<file path="src/rtl/mem_arb_pkg.sv">
// Shared types for the two-port data-memory arbiter: FSM states, port ids, command word.
// Consumed by mem_arbiter (optional address check via MEM_ARB_ADDR_CHECK_EN) and mem_arb_rr2.
package mem_arb_pkg;

    typedef enum logic [1:0] {
        IDLE,
        ISSUE,
        CAPTURE,
        RESP
    } arb_state_e;

    localparam logic PORT0 = 1'b0;
    localparam logic PORT1 = 1'b1;

    localparam int DEFAULT_DEPTH = 256;

    typedef struct packed {
        logic        write;
        logic [31:0] adr;
        logic [31:0] wdata;
    } mem_cmd_t;

endpackage

</file>
<file path="src/rtl/mem_arb_rr2.sv">
// Two-way round-robin grant: on contention the port that did not win last time wins.
// The pointer resets to PORT1 so PORT0 wins the first contention.
module mem_arb_rr2
    import mem_arb_pkg::*;
(
    input  logic       clock,
    input  logic       reset_n,
    input  logic [1:0] valid_i,
    input  logic       en_i,
    output logic [1:0] gnt_o
);

    logic last_q;
    logic last_d;

    always_comb begin
        gnt_o = valid_i;
        if (valid_i == 2'b11) begin
            gnt_o = (last_q == PORT0) ? 2'b10 : 2'b01;
        end
    end

    always_comb begin
        last_d = last_q;
        if (en_i && (gnt_o != 2'b00)) begin
            last_d = gnt_o[1] ? PORT1 : PORT0;
        end
    end

    always_ff @(posedge clock or negedge reset_n) begin
        if (!reset_n) begin
            last_q <= PORT1;
        end else begin
            last_q <= last_d;
        end
    end

endmodule

</file>
<file path="src/rtl/mem_arbiter.sv">
// Round-robin arbiter/sequencer for a single-port synchronous-read data memory, 4-cycle accesses.
// Define MEM_ARB_ADDR_CHECK_EN to reject addresses >= DEPTH without touching the memory.
module mem_arbiter
    import mem_arb_pkg::*;
#(
    parameter int DEPTH = DEFAULT_DEPTH
) (
    input  logic        clock,
    input  logic        reset_n,

    input  logic        p0_req_valid,
    output logic        p0_req_ready,
    input  logic        p0_req_write,
    input  logic [31:0] p0_req_adr,
    input  logic [31:0] p0_req_wdata,
    output logic        p0_resp_valid,
    input  logic        p0_resp_ready,
    output logic [31:0] p0_resp_rdata,
    output logic        p0_resp_err,

    input  logic        p1_req_valid,
    output logic        p1_req_ready,
    input  logic        p1_req_write,
    input  logic [31:0] p1_req_adr,
    input  logic [31:0] p1_req_wdata,
    output logic        p1_resp_valid,
    input  logic        p1_resp_ready,
    output logic [31:0] p1_resp_rdata,
    output logic        p1_resp_err,

    output logic        mem_write,
    output logic [31:0] mem_adr,
    output logic [31:0] mem_wd,
    input  logic [31:0] mem_rd
);

`ifdef MEM_ARB_ADDR_CHECK_EN
    localparam bit ADDR_CHECK = 1'b1;
`else
    localparam bit ADDR_CHECK = 1'b0;
`endif

    localparam logic [31:0] DEPTH_W = 32'(DEPTH);

    arb_state_e  state_q;
    mem_cmd_t    cmd_q;
    logic        mem_write_q;
    logic        owner_q;
    logic        resp_valid_q;
    logic        resp_err_q;
    logic [31:0] rdata_q;

    logic [1:0]  req_valid;
    logic [1:0]  gnt;
    logic        accept;
    logic        sel;
    logic        req_err;
    logic        owner_resp_ready;
    mem_cmd_t    req_cmd;

    assign req_valid = {p1_req_valid, p0_req_valid};
    // Gated by reset_n so req_ready is 0 throughout reset even with requests pending.
    assign accept    = reset_n && (state_q == IDLE) && (req_valid != 2'b00);

    mem_arb_rr2 u_rr2 (
        .clock   (clock),
        .reset_n (reset_n),
        .valid_i (req_valid),
        .en_i    (accept),
        .gnt_o   (gnt)
    );

    assign sel = gnt[1];

    always_comb begin
        req_cmd.write = p0_req_write;
        req_cmd.adr   = p0_req_adr;
        req_cmd.wdata = p0_req_wdata;
        if (sel) begin
            req_cmd.write = p1_req_write;
            req_cmd.adr   = p1_req_adr;
            req_cmd.wdata = p1_req_wdata;
        end
    end

    assign req_err          = ADDR_CHECK && (req_cmd.adr >= DEPTH_W);
    assign owner_resp_ready = (owner_q == PORT1) ? p1_resp_ready : p0_resp_ready;

    assign p0_req_ready = accept && gnt[0];
    assign p1_req_ready = accept && gnt[1];

    always_ff @(posedge clock or negedge reset_n) begin
        if (!reset_n) begin
            state_q      <= IDLE;
            cmd_q        <= '0;
            mem_write_q  <= 1'b0;
            owner_q      <= PORT0;
            resp_valid_q <= 1'b0;
            resp_err_q   <= 1'b0;
            rdata_q      <= '0;
        end else begin
            case (state_q)
                IDLE: begin
                    if (accept) begin
                        owner_q <= sel;
                        if (req_err) begin
                            // Errored commands leave cmd_q (and thus the memory bus) untouched.
                            resp_valid_q <= 1'b1;
                            resp_err_q   <= 1'b1;
                            rdata_q      <= '0;
                            state_q      <= RESP;
                        end else begin
                            cmd_q       <= req_cmd;
                            mem_write_q <= req_cmd.write;
                            state_q     <= ISSUE;
                        end
                    end
                end
                ISSUE: begin
                    mem_write_q <= 1'b0;
                    state_q     <= CAPTURE;
                end
                CAPTURE: begin
                    rdata_q      <= cmd_q.write ? 32'h0 : mem_rd;
                    resp_valid_q <= 1'b1;
                    resp_err_q   <= 1'b0;
                    state_q      <= RESP;
                end
                RESP: begin
                    if (owner_resp_ready) begin
                        resp_valid_q <= 1'b0;
                        resp_err_q   <= 1'b0;
                        state_q      <= IDLE;
                    end
                end
                default: state_q <= IDLE;
            endcase
        end
    end

    assign mem_write = mem_write_q;
    assign mem_adr   = cmd_q.adr;
    assign mem_wd    = cmd_q.wdata;

    assign p0_resp_valid = resp_valid_q && (owner_q == PORT0);
    assign p1_resp_valid = resp_valid_q && (owner_q == PORT1);
    assign p0_resp_err   = resp_valid_q && resp_err_q && (owner_q == PORT0);
    assign p1_resp_err   = resp_valid_q && resp_err_q && (owner_q == PORT1);
    assign p0_resp_rdata = (owner_q == PORT0) ? rdata_q : 32'h0;
    assign p1_resp_rdata = (owner_q == PORT1) ? rdata_q : 32'h0;

endmodule
</file>
<file path="config.mk">
export PLATFORM = sky130hd
export DESIGN_NAME = mem_arbiter
export DESIGN_NICKNAME = d
export VERILOG_FILES = /design/src/rtl/mem_arb_pkg.sv /design/src/rtl/mem_arb_rr2.sv /design/src/rtl/mem_arbiter.sv
export SDC_FILE = /design/constraint.sdc
export NUM_CORES = 1
export LEC_CHECK = 0
export ABC_AREA = 1
export CAP_MARGIN = 25
export CORE_ASPECT_RATIO = 1.5
export CORE_UTILIZATION = 36
export DETAILED_ROUTE_END_ITERATION = 10
export PLACE_DENSITY = 0.85
export SYNTH_ARGS = -nofsm -noshare
export SYNTH_HDL_FRONTEND = slang
export SYNTH_HIERARCHICAL = 1
export SYNTH_SLANG_ARGS = --single-unit
</file>
<file path="constraint.sdc">
create_clock -name clock -period 1.7 [get_ports clock]
set_clock_uncertainty 0.05 [all_clocks]
set_input_delay 0.425 -clock clock [delete_from_list [all_inputs] [get_ports clock]]
set_output_delay 0.425 -clock clock [all_outputs]
set_load 0.05 [all_outputs]
</file>
After elaboration in Yosys (flattened, before gate mapping)
Index checks and enable logic that the tools add are counted.
{"block": "totals", "out_inout_bits": 135, "regBits": 104}
{"block": "op_classes", "n_bitwise": 1, "reduce_logical": 19, "eq_ne": 6, "muxes": 16}
{"cell": "$mux W32", "n": 3}
{"cell": "$mux W65", "n": 1}
{"cell": "$logic_and A1 B1 Y1", "n": 10}
{"cell": "$mux W2", "n": 4}
{"cell": "$pmux W2 S4", "n": 1}
{"cell": "$reduce_and A2 Y1", "n": 4}
{"cell": "$reduce_bool A2 Y1", "n": 4}
{"cell": "$eq A2 B2 Y1 const B", "n": 3}
{"cell": "$pmux W1 S2", "n": 3}
{"cell": "$mux W1", "n": 4}
{"cell": "$ne A2 B2 Y1 const B", "n": 2}
{"cell": "$eq A2 B1 Y1 const B", "n": 1}
{"cell": "$logic_not A2 Y1", "n": 1}
{"cell": "$not A1 Y1", "n": 1}

Logic depth before layout (Yosys ltp)
Gate-level depths: netlist (run 1).
{"block": "logic_depth", "word_depth": 5, "depth_mapped": 10, "ltp_nobuf": 9}

Cells and area by module
Netlist (run 1), hierarchy kept.
{"mod": "mem_arbiter", "area_each_um2": 5765.5, "seq_area_each_um2": 2552.4, "cells_per_inst": 776, "n_inst": 1}
{"mod": "mem_arb_rr2", "area_each_um2": 61.3, "seq_area_each_um2": 26.3, "cells_per_inst": 8, "n_inst": 1}

Worst setup path after synthesis (run 1)
Ideal clock, no wire load.
{"block": "synth_timing", "path_kind": "reg-to-output", "start": "register state_q[0]", "end": "output port p0_req_ready", "required_ps": 1225, "slack_ps": -506, "t_arrival_ps": 1731, "n_path_buf": 1, "stages_incl_launch_ff": 8, "path_cell_list": "dfrtp_1 -> inv_1 -> ha_1 -> nand2_1 -> inv_1 -> nand2_1 -> clkbuf_1 -> nor2_1"}
{"block": "synth_via", "elab_chain_cells": 4}
{"element": "start: declaration", "line": "mem_arbiter.sv:45", "text": "arb_state_e state_q;"}
{"element": "start signal: assignment", "line": "mem_arbiter.sv:94", "text": "state_q <= IDLE;"}
{"element": "start signal: assignment", "line": "mem_arbiter.sv:111", "text": "state_q <= RESP;"}
{"element": "start signal: assignment", "line": "mem_arbiter.sv:115", "text": "state_q <= ISSUE;"}
{"element": "$logic_not A2 Y1", "line": "mem_arbiter.sv:63", "text": "assign accept = reset_n && (state_q == IDLE) && (req_valid != 2'b00);"}
{"element": "$logic_and A1 B1 Y1 (2 in series)", "line": "mem_arbiter.sv:63"}
{"element": "$logic_and A1 B1 Y1", "line": "mem_arbiter.sv:89", "text": "assign p0_req_ready = accept && gnt[0];"}
{"element": "end: declaration", "line": "mem_arbiter.sv:12", "text": "output logic p0_req_ready,"}
Every way passes these cells.

Worst setup path after layout (run 1)
{"block": "layout_timing", "start": "register owner_q", "end": "output port p0_resp_rdata[12]"}
{"block": "layout_via", "elab_chain_cells": 1}
{"element": "start: declaration", "line": "mem_arbiter.sv:48", "text": "logic owner_q;"}
{"element": "start signal: assignment", "line": "mem_arbiter.sv:105", "text": "owner_q <= sel;"}
{"element": "$mux W32", "line": "mem_arbiter.sv:149", "text": "assign p0_resp_rdata = (owner_q == PORT0) ? rdata_q : 32'h0;"}
{"element": "end: declaration", "line": "mem_arbiter.sv:18", "text": "output logic [31:0] p0_resp_rdata,"}
Every way passes these cells.

==> flow_metrics.tcl, run 1 <==
set metrics [dict create \
    startpoint "owner_q" \
    htreeDepth 3 \
    finalMaxSlewViolations 0 \
    cts_hold_buf 0 \
    antenna_found_initial 0 \
    combPwrFrac_pct 70.0 \
    cts_tree "built" \
    arrival_ns 1.58 \
    synth-seq-cells 103 \
    finalSetupViolCount 83 \
    grt_util_all_layers_pct 26.32 \
    finalCritPeriodShare_pct 120.8 \
    cellPowerDensity_nw_per_um2 2075 \
    syn_inst 784 \
    ys_warn_count 6 \
    ant_nets 0 \
    vias 6267 \
    die_x_um 105.9 \
    path_buf_inv 3 \
    crit_top_cell "buf_8" \
    utilization_pct 71.24 \
    synth_flop_cell "dfrtp_1" \
    layout-drive-gt1-share_pct 30.33 \
    place_inst 1206 \
    vias_per_cell 5.030 \
    ff2ff_setup_slack_ns -0.05 \
    multi_input_area_um2 2571 \
    grt_pass1_wl_um 33750 \
    ff2ff_path_depth 8 \
    seq_power_share_pct 21.2 \
    min_path_type "primary input to async pin" \
    yosysUniqueCellTypes 19 \
    status "finished, violations left" \
    synth_seq_area_share_pct 44.26 \
    final_cells 1246 \
    r2r-end "mem_wd[1]" \
    cp_top_family "buffers and inverters" \
    port_buffers 300 \
    p_int_mw 11.77 \
    grt_max_degree 104 \
    rsz0062_at_grt "true" \
    clkPwrFrac_pct 8.8 \
    required_ns 1.22 \
    ios 303 \
    synth_area_um2 5827 \
    end_kind "output port" \
    wl_per_cell_um 19.11 \
    cts_root_buf "clkbuf_16" \
    layout_commonest_cell "nand2_1" \
    clk_latency_ns 0.33 \
    drc 0 \
    cp_slowest_stage_delay_ns 0.49 \
    peakVddDrop_mv 1.355 \
    gr-total-overflow 0 \
    hpwl_um 13710 \
    initial_core_util_pct 37.13 \
    endpoint "p0_resp_rdata[12]" \
    r2r_start "state_q[1]" \
    nNetsFinal 1210 \
    cts.sinks 103 \
    swShare_pct 49.25 \
    path_max_fanout 7 \
    crit_chain "buf_8, clkbuf_16, nor2_4, buf_8" \
    setup_ws_ns -0.3538 \
    crit_cells 4 \
    gp_congestion 0.8099 \
    max_freq_ghz 0.4869 \
    area.growth.synth_to_final_pct 91.88 \
    avgSynthCellArea_um2 7.432 \
    die_y_um 157.8 \
    worstSetupPathType "flip-flop to output port" \
    maxSlewHeadroom_pct 61.45 \
    cts_buffers 9 \
    cp-start-kind "flip-flop" \
    die_area_um2 16710 \
    switching_power_mw 11.42 \
    regArea_um2 2580 \
    routed_wl_um 23810 \
    total_power_mw 23.20 \
    nFillCells 1018 \
    p_leak_nw 5.552 \
    finalHoldViolCount 0 \
    final_cell_mix "nand2_1 (207), clkdlybuf4s50_1 (164), buf_12 (115)" \
    synth-edff-count 0 \
    maxCapViolations 0 \
    violations "setup timing" \
    clkSlewWorstSetupHoldPaths_ns 0.08 \
    dr.pass1.iters 7 \
    max-clock-path-buffers 2 \
    rows 56 \
    cpMaxStageDelayCell "dfrtp_2" \
    coreArea_um2 15700 \
    period_needed_ns 2.054 \
    grt_pass1_vias 6357 \
    tightestPinTransition_ns 0.5782 \
    drtIter0Drc 343 \
    async_reset_ff_share_pct 100.0 \
]
power by group through the flow:
stage	Clock [mW]	Combinational [mW]	Sequential (mW)
floorplan	0	8.25	4.09
global placement	0	13.0	4.59
detailed placement	0	13.2	4.66
CTS	2.10	15.4	4.78
global route	2.19	16.8	5.01
finish	2.05	16.2	4.92
what timing repair did:
item / 4_1_cts / 5_1_grt
cloned: 10 / 1
endpoints found under the hold margin: 0 / 0
buffers inserted: 16 / 3
setup endpoints to repair: 123 / 101
pin swaps: 20 / 17
gates resized for setup: 206 / 60
kinds of logic (layout without fill, tap and decap cells):
group                      after synthesis  after routing  synth area share [%]
and+or+nand+nor                        317            317                 21.28
buffers and inverters                  254            511                 21.49
AOI/OAI and AO/OA                      104            104                 11.83
DFF                                    103            103                 44.26
adders and majority gates                5              5                 1.074
other                                    1              3               0.06436
state kept, by name (all words and copies together) (netlist names):
register      flops
state_q           2
mem_wd           32
u_rr2/last_q      1
rdata_q          32
cmd_q             1
resp_valid_q      1
owner_q           1
mem_write         1
mem_adr          32
layer usage:
layer	global-route usage (%)	part of all wire [%]
met4	14.48	6.4
met5	0	0
met3	5.517	7.1
met2	49.92	54
met1	26.58	32
through the flow:
step / setup TNS (ns) / hold WS, ns / worst slack [ns] / area [um2]
floorplan: -6.278 / 0.07941 / -0.2059 / 5897
finish: -13.25 / 0.1477 / -0.3538 / 11180
CTS: -11.74 / 0.1867 / -0.2646 / 11020
global placement: -23.17 / 0.4311 / -0.3984 / 9706
global route: -17.59 / 0.1956 / -0.3970 / 11180
detailed placement: -27.33 / 0.4686 / -0.4570 / 9706
Yosys cell counts, types with 2 or more instances:
library cell | number | area share (%)
buf_1 | 6 | 0.39
buf_2 | 26 | 2.2
buf_4 | 67 | 8.6
buf_6 | 2 | 0.39
clkbuf_1 | 11 | 0.71
dfrtp_1 | 102 | 44
ha_1 | 5 | 1.1
inv_1 | 142 | 9.1
nand2_1 | 243 | 16
nand3_1 | 38 | 3.3
nor2_1 | 35 | 2.3
o211ai_1 | 64 | 8.2
o21ai_0 | 37 | 3.2
worst min path at each step:
stage | from | to | slack, ns | cells after the start
final | reset_n | mem_wd[23] | 0.15 | 2
after global routing | reset_n | mem_wd[23] | 0.20 | 2
after CTS | reset_n | mem_wd[23] | 0.19 | 2
after detailed placement | u_rr2/last_q | u_rr2/last_q | 0.47 | 2
after global placement | u_rr2/last_q | u_rr2/last_q | 0.43 | 2
after floorplan | reset_n | cmd_q[64] | 0.08 | 0
layout make-up:
| class | instances | share of cell area [%] |
|---|---|---|
| diodes | 1 | 0.02238 |
| clock buffers | 11 | 2.261 |
| clock inverters | 5 | 0.3469 |
| inverters | 142 | 5.360 |
| multi-input cells | 428 | 23.00 |
| flip-flops and latches | 103 | 23.08 |
| well taps | 203 | 2.272 |
| repair buffers | 353 | 43.67 |
No activity file was read; power rests on OpenSTA's default activity.
==> run 2: changes to the inputs <==
--- a/config.mk
+++ b/config.mk
@@ -10,6 +10,7 @@
 export CORE_ASPECT_RATIO = 1.5
 export CORE_UTILIZATION = 36
 export DETAILED_ROUTE_END_ITERATION = 10
+export HOLD_SLACK_MARGIN = 0.12
 export PLACE_DENSITY = 0.85
 export SYNTH_ARGS = -nofsm -noshare
 export SYNTH_HDL_FRONTEND = slang
==> results of run 2 <==
The final DEF is identical to that of run 1; final timing and power are the same.
==> run 3: changes to the inputs <==
--- a/config.mk
+++ b/config.mk
@@ -16,3 +16,4 @@
 export SYNTH_HDL_FRONTEND = slang
 export SYNTH_HIERARCHICAL = 1
 export SYNTH_SLANG_ARGS = --single-unit
+export TNS_END_PERCENT = 10
==> flow_metrics.tcl, run 3 (synthesized netlist as in run 1, its figures left out) <==
set metrics [dict create \
    r2r-end "resp_valid_q" \
    path_buf_inv 3 \
    layout-drive-gt1-share_pct 29.71 \
    wl_per_cell_um 17.18 \
    routed_wl_um 21360 \
    ff2ff_setup_slack_ns -0.05 \
    maxCapViolations 0 \
    grt_busiest_layer "met2" \
    stdcell_area_um2 10860 \
    drc 0 \
    status "finished, violations left" \
    finalHoldViolCount 0 \
    cts.sinks 103 \
    tightestPinTransition_ns 0.6204 \
    r2r_start "state_q[0]" \
    gr-total-overflow 0 \
    cts_root_buf "clkbuf_16" \
    area.growth.synth_to_final_pct 86.34 \
    final_cell_mix "nand2_1 (207), clkdlybuf4s50_1 (164), buf_12 (112)" \
    grt_max_degree 104 \
    clkSlewWorstSetupHoldPaths_ns 0.08 \
    cellPowerDensity_nw_per_um2 2048 \
    cp-start-kind "flip-flop" \
    vias_per_cell 4.874 \
    grt_util_all_layers_pct 23.61 \
    total_power_mw 22.24 \
    grt_use_met2_pct 45.85 \
    maxSlewHeadroom_pct 58.64 \
    cp_top_family "flip-flops" \
    die_x_um 105.9 \
    nNetsFinal 1208 \
    initial_core_util_pct 37.13 \
    cp_slowest_stage_delay_ns 0.40 \
    grt_pass1_vias 6165 \
    met1_usage_pct 22.70 \
    die_area_um2 16710 \
    cts_buffers 9 \
    cts_tree "built" \
    layout_commonest_cell "nand2_1" \
    clk_latency_ns 0.34 \
    coreArea_um2 15700 \
    crit_chain "inv_2, ha_4, nand2_4, a21oi_4, nand2_4, clkinvlp_4, buf_12" \
    ios 303 \
    grt_pass1_wl_um 30580 \
    place_ws_ns -0.4156 \
    finalMaxSlewViolations 0 \
    finalCritPeriodShare_pct 117.3 \
    port_buffers 300 \
    rsz0062_at_grt "true" \
    peakVddDrop_mv 1.188 \
    place_area_um2 9711 \
    p_leak_nw 5.373 \
    end_kind "output port" \
    diodes 0 \
    met3_usage_pct 5.681 \
    ant_nets 0 \
    htreeDepth 3 \
    arrival_ns 1.52 \
    drtIter0Drc 290 \
    worstSetupPathType "flip-flop to output port" \
    setup_tns_ns -9.885 \
    die_y_um 157.8 \
    max_freq_ghz 0.5017 \
    required_ns 1.22 \
    gp_congestion 0.8492 \
    min_path_type "primary input to async pin" \
    vias 6058 \
    ff2ff_path_depth 7 \
    antenna_found_initial 0 \
    period_needed_ns 1.993 \
    max-clock-path-buffers 2 \
    rows 56 \
    crit_top_cell "nand2_4" \
    dr.pass1.iters 7 \
    hpwl_um 13610 \
    violations "setup timing" \
    path_max_fanout 2 \
    cpMaxStageDelayCell "dfrtp_1" \
    finalSetupViolCount 69 \
    setup_ws_ns -0.2933 \
]
## run 3: how the worst max path moves through the flow
stage                      start                end  slack [ns]  cells past startpoint
CTS                   state_q[1]       p1_req_ready       -0.27                      7
global placement    p0_req_valid       p1_req_ready       -0.38                      6
finish                state_q[0]       p1_req_ready       -0.29                      7
detailed placement  p0_req_valid        mem_adr[21]       -0.42                      7
floorplan                owner_q  p0_resp_rdata[10]       -0.21                      3
global route          state_q[0]       p1_req_ready       -0.37                      7
## run 3: stage by stage
step                hold WS (ns)  util, %  cells
floorplan                0.07941        -    785
finish                   0.09839    69.18   1243
global route              0.2008    69.18   1243
global placement          0.4324    61.87   1206
detailed placement        0.4389    61.87   1206
CTS                       0.1864    66.71   1238
## run 3: layer usage
metal  routed length [um]  part of all wire, %  vias up
met4                 1057                  4.9        0
met1                 7051                   33     2836
met3                 1423                  6.7       74
li1                     -                    -     2828
met2                11830                   55      320
met5                    0                    0        -
## run 3: cell type report
class                      instances  area [um2]
clock buffer                       9       225.2
clock inverter                     7       76.32
fill                            1047        4837
inverter                         142       574.3
multi-input combinational        428        2400
sequential                       103        2580
tap                              203       254.0
timing repair buffer             351        4748
## run 3: power breakdown
part / internal, mW / leakage, nW / switching, mW / total, mW
logic: 6.71 / 3.94 / 8.61 / 15.3
clock network: 1.16 / 0.143 / 0.986 / 2.14
registers: 3.58 / 1.29 / 1.20 / 4.78
total: 11.4 / 5.37 / 10.8 / 22.2
## run 3: timing repair
action                                  CTS  global route
cloned                                    6             2
endpoints found under the setup margin  103           114
buffers inserted                         10             4
resized for setup                       103            94
pin swaps                                 5            32
hold buffers                              0             0
